===== config.mk =====
export PLATFORM = sky130hd
export DESIGN_NAME = rx_stream_arbiter
export DESIGN_NICKNAME = d
export VERILOG_FILES = /design/src/rtl/rx_arb_pkg.sv /design/src/rtl/rx_stream_arbiter_rr_next_grant.sv /design/src/rtl/rx_stream_arbiter.sv
export SDC_FILE = /design/constraint.sdc
export NUM_CORES = 1
export LEC_CHECK = 0
export BUFFER_PORTS_ARGS = -buffer_cell sky130_fd_sc_hd__buf_4
export CAP_MARGIN = 20
export CORE_UTILIZATION = 45
export CTS_BUF_LIST = sky130_fd_sc_hd__clkbuf_16
export DETAILED_ROUTE_END_ITERATION = 10
export PLACE_DENSITY_LB_ADDON = 0.1
export SYNTH_ARGS = -nofsm -noshare
export SYNTH_HDL_FRONTEND = slang
export SYNTH_HIERARCHICAL = 1
export SYNTH_SLANG_ARGS = --single-unit

===== constraint.sdc =====
create_clock -name clk -period 2.2 [get_ports clk]
set_input_delay 0.44 -clock clk [delete_from_list [all_inputs] [get_ports clk]]
set_output_delay 0.44 -clock clk [all_outputs]
set_load 0.02 [all_outputs]

===== src/rtl/rx_arb_pkg.sv =====
// rx_arb_pkg: shared state encoding, abort beat payload and width helper for the RX stream arbiter.
package rx_arb_pkg;
  typedef logic [1:0] state_t;
  localparam state_t IDLE  = 2'd0;
  localparam state_t FWD   = 2'd1;
  localparam state_t ABORT = 2'd2;
  localparam state_t FLUSH = 2'd3;
  localparam logic [63:0] ABORT_DATA = '0;
  function automatic int clog2_min1(input int n);
    return (n < 2) ? 1 : $clog2(n);
  endfunction
endpackage


===== src/rtl/rx_stream_arbiter_rr_next_grant.sv =====
// rr_next_grant: picks the first requester strictly after last_grant, wrapping cyclically.
module rr_next_grant
  import rx_arb_pkg::*;
#(
  parameter int NUM_PORTS = 2,
  localparam int GW = clog2_min1(NUM_PORTS)
) (
  input  logic [NUM_PORTS-1:0] req,
  input  logic [GW-1:0]        last_grant,
  output logic [GW-1:0]        gnt_idx,
  output logic                 any_req
);
  logic [GW-1:0] p;
  always_comb begin
    gnt_idx = '0;
    p = '0;
    for (int k = NUM_PORTS; k >= 1; k--) begin
      p = GW'((int'(last_grant) + k) % NUM_PORTS);
      gnt_idx = req[p] ? p : gnt_idx;
    end
  end
  assign any_req = |req;
endmodule


===== src/rtl/rx_stream_arbiter.sv =====
// rx_stream_arbiter: packet-granular round-robin mux of MAC RX streams into udp_filter, with idle watchdog abort.
module rx_stream_arbiter
  import rx_arb_pkg::*;
#(
  parameter int NUM_PORTS    = 2,
  parameter int DATA_W       = 8,
  parameter int IDLE_TIMEOUT = 64,
  parameter int CNT_W        = 16
) (
  input  logic                          clk,
  input  logic                          rst_n,
  input  logic [NUM_PORTS*DATA_W-1:0]   s_axis_tdata,
  input  logic [NUM_PORTS-1:0]          s_axis_tvalid,
  input  logic [NUM_PORTS-1:0]          s_axis_tlast,
  output logic [NUM_PORTS-1:0]          s_axis_tready,
  output logic [DATA_W-1:0]             m_axis_tdata,
  output logic                          m_axis_tvalid,
  output logic                          m_axis_tlast,
  output logic                          m_axis_tuser,
  input  logic                          m_axis_tready,
  output logic [$clog2(NUM_PORTS)-1:0]  grant_id,
  output logic                          busy,
  output logic [CNT_W-1:0]              abort_count
);
  localparam int GW = clog2_min1(NUM_PORTS);
  localparam int IW = clog2_min1(IDLE_TIMEOUT + 1);
  state_t          state;
  logic [GW-1:0]   last_grant;
  logic [GW-1:0]   nxt;
  logic            any_req;
  logic [IW-1:0]   idle_cnt;
  logic            src_valid;
  logic            src_last;
  logic [DATA_W-1:0] src_data;
  logic            timeout;
  rr_next_grant #(.NUM_PORTS(NUM_PORTS)) u_rr (
    .req        (s_axis_tvalid),
    .last_grant (last_grant),
    .gnt_idx    (nxt),
    .any_req    (any_req)
  );
  assign src_valid = s_axis_tvalid[grant_id];
  assign src_last  = s_axis_tlast[grant_id];
  assign src_data  = s_axis_tdata[grant_id*DATA_W +: DATA_W];
  // Only source idleness counts; a downstream stall keeps tvalid high and never times out.
  assign timeout = (IDLE_TIMEOUT != 0) && !src_valid && (idle_cnt == IW'(IDLE_TIMEOUT - 1));
  assign m_axis_tvalid = (state == FWD && src_valid) || state == ABORT;
  assign m_axis_tlast  = (state == FWD && src_last) || state == ABORT;
  assign m_axis_tuser  = state == ABORT;
  assign m_axis_tdata  = state == FWD ? src_data : state == ABORT ? DATA_W'(ABORT_DATA) : '0;
  assign s_axis_tready = {NUM_PORTS{(state == FWD && m_axis_tready) || state == FLUSH}}
                         & (NUM_PORTS'(1) << grant_id);
  assign busy = state != IDLE;
  always_ff @(posedge clk or negedge rst_n) begin
    if (!rst_n) begin
      state       <= IDLE;
      last_grant  <= GW'(NUM_PORTS - 1);
      grant_id    <= '0;
      idle_cnt    <= '0;
      abort_count <= '0;
    end else begin
      case (state)
        IDLE: if (any_req) begin
          grant_id <= nxt;
          idle_cnt <= '0;
          state    <= FWD;
        end
        FWD: begin
          idle_cnt <= src_valid ? '0 : idle_cnt + 1'b1;
          if (src_valid && m_axis_tready && src_last) begin
            state      <= IDLE;
            last_grant <= grant_id;
          end else if (timeout) state <= ABORT;
        end
        ABORT: if (m_axis_tready) begin
          state       <= FLUSH;
          idle_cnt    <= '0;
          abort_count <= abort_count + CNT_W'(~&abort_count);
        end
        FLUSH: begin
          idle_cnt <= src_valid ? '0 : idle_cnt + 1'b1;
          if ((src_valid && src_last) || timeout) begin
            state      <= IDLE;
            last_grant <= grant_id;
          end
        end
        default: state <= IDLE;
      endcase
    end
  end
endmodule


==> impl_metrics.tcl <==
set metrics [dict create \
    status "completed" \
    slowest_stage "or4_4" \
    cp_top_family "simple AND/OR/NAND/NOR gates" \
    timing.slew.headroom_pct 65.7 \
    synth_seq_cells 27 \
    coreArea_um2 3340 \
    synth.avg_cell_area_um2 9.84 \
    p_leak_nw 1.08 \
    routed_via_density 5.17 \
    worstReg2RegStart "abort_count[10]$_DFFE_PN0P_" \
    synth_top_area_share_pct 41.3 \
    die_h_um 61.1 \
    synth_largest_area_cell "dfrtp_1" \
    die_area_um2 3740 \
    hold_viol_final 0 \
    first_pass_iters 4 \
    layout.nets 252 \
    crit_top_cell "nand4_1" \
    tns_ps 0 \
    cts_max_level 1 \
    cts_made_buffers 3 \
    vias 1396 \
    finalSetupViolCount 0 \
    cp.required_ps 2340 \
    synth_top_cells_by_area "dfrtp_1 (41%), mux2i_1 (6.4%), xor2_1 (4.5%), nor2_1 (4.1%), xnor2_1 (3.9%)" \
    finClkSkew_ps 6.62 \
    drt_wl_total_um 3620 \
    path_clk_slew_ps 70 \
    holdBufCountCts 0 \
    antenna_found_initial 0 \
    setup.worst_path.start "abort_count[10]$_DFFE_PN0P_" \
    maxCapViolCount 0 \
    diodes 0 \
    fillers 280 \
    grt_pass1_wl_um 5710 \
    critical_path_class "flip-flop to flip-flop" \
    drc 0 \
    ys_types 41 \
    worst_slack_ps 71.0 \
    post-route-util_pct 65.6 \
    fin_crit_sh_pct 96.8 \
    antenna_left 0 \
    slew_viol_final 0 \
    clock_sinks 27 \
    die_w_um 61.1 \
    cts_buffer_depth 2 \
    synthMostInstantiatedCell "dfrtp_1" \
    ys.flop_type "dfrtp_1" \
    reg2reg_slack_ps 70 \
    async_reset_ff_share_pct 100 \
    gr-usage-all-layers_pct 20.7 \
    rows 21 \
    layout-drive-gt1-share_pct 39.3 \
    wire_per_inst_um 13.4 \
    grt_setup_unrepaired "true" \
    post-route-min-period_ps 2130 \
    cts-root-buf "clkbuf_16" \
    netlist_area_um2 1570 \
    place_hpwl_um 2740 \
    min_path_type "primary input to asynchronous set/reset pin" \
    p_per_area_nw_per_um2 738 \
    yosysSeqAreaShare_pct 43.0 \
    crit_path_end_kind "flip-flop" \
    worst_skew_pair.late_latency_ps 260 \
    ir_drop_v 0.000508 \
    critPathLaunchType "flip-flop" \
    initial_core_util_pct 47.2 \
    syn_inst 160 \
    ys.warnings.count 6 \
    synthTopCellsByCount "dfrtp_1 (26), nor2_1 (17), nand2_1 (12), mux2i_1 (10)" \
    max_stage_delay_ps 560 \
    synth-edff-count 0 \
    overflow 0 \
    grt_max_degree 28 \
    ioPinCount 54 \
    place_ws_ps 19.9 \
    syn_to_final_growth_pct 39.1 \
    fmax_ghz 0.470 \
    tightest_slew_ps 514 \
    grt_pass1_vias 1275 \
    cts_tree "built" \
    portBuffers 53 \
    syn_nets 187 \
    crit_fanout 4 \
    path_cells "nand4_1, or4_4, ha_4, ha_2, and2_1, nand4_1, nor3_1, xor2_1" \
    gp_congestion 0.782 \
    worst-path-buf-inv 0 \
    arrival_ps 2260 \
    drtIter0Drc 43 \
]
-- layout make-up --
type                    count  area (um2)  area share (%)
clock buffers               3        75.1            3.43
clock inverters             1        3.75           0.171
inverters                   7        26.3            1.20
multi-input cells         120         845            38.6
flip-flops and latches     27         687            31.4
well taps                  46        57.6            2.63
repair buffers             66         495            22.6
-- where the power goes --
group	total, W	leakage, nW	switching (W)	internal [W]
Sequential	0.000597	0.347	0.0000552	0.000542
Clock	0.000408	0.0423	0.000165	0.000243
Combinational	0.000612	0.695	0.000323	0.000289
Total	0.00162	1.08	0.000543	0.00107
-- through the flow --
stage,hold WS [ps],instances,instance area (um2),total power (W)
6_report,79.6,270,2190,0.00162
5_1_grt,107,270,2190,0.00170
4_1_cts,97.3,270,2180,0.00162
3_5_place_dp,373,264,2080,0.00122
3_3_place_gp,367,264,2080,0.00120
2_1_floorplan,144,160,1590,0.00101
-- cell families after synthesis --
family	share of synthesized area (%)
adders and majority gates	3.18
buffers and inverters	4.53
and+or+nand+nor	22.0
AOI/OAI and AO/OA	8.51
DFF	43.0
muxes	10.4
xor gates and xnor gates	8.35
-- flip-flops by register name (all words and copies together) (netlist names), named ones only --
register	cells
state	1
idle_cnt	7
abort_count	16
grant_id	1
last_grant	1
-- path summary, 6_finish.rpt --
| check | to | depth (start not counted) |
|---|---|---|
| max | abort_count[14]$_DFFE_PN0P_ | 8 |
| min | abort_count[4]$_DFFE_PN0P_ | 1 |
| max reg2reg | abort_count[14]$_DFFE_PN0P_ | 8 |
| min reg2reg | abort_count[11]$_DFFE_PN0P_ | 1 |
| max in group asynchronous | last_grant$_DFFE_PN1P_ | 1 |
| min in group clk | abort_count[11]$_DFFE_PN0P_ | 1 |
-- timing repair --
item | in CTS | in global routing
buffers inserted | 2 | 0
resized for setup | 0 | 2
setup endpoints to repair | 1 | 5
pin swaps | 0 | 2
endpoints found under the hold margin | 0 | 0
cloned | 0 | 0
-- per-layer routing --
| metal | wire (um) | part of all wire [%] | GRT usage (%) | vias up |
|---|---|---|---|---|
| li1 | - | - | - | 685 |
| met1 | 1640 | 45 | 28.4 | 667 |
| met2 | 1790 | 49 | 34.0 | 40 |
| met3 | 151 | 4.2 | 3.78 | 4 |
| met4 | 33 | 0.91 | 4.87 | 0 |
| met5 | 0 | 0 | 0 | - |
-- layout by cell type (no fill, tap or decap), types with 2 or more instances in the layout --
master     count
buf_4         66
dfrtp_1       18
nor2_1        17
nand2_1       12
mux2i_1       10
o21ai_1        8
xor2_1         8
dfrtp_2        8
inv_1          7
xnor2_1        7
nand4_1        6
nand3_1        5
nor3_1         5
a21oi_1        4
and2_1         3
mux2_1         3
clkbuf_16      3
nand2b_1       2
or3_1          2
o21bai_1       2
a22o_1         2
mux2_4         2
nor4_2         2
nand3b_1       2
nor4_1         2
ha_1           2
Note: power is estimated with default switching activity, not from simulation.
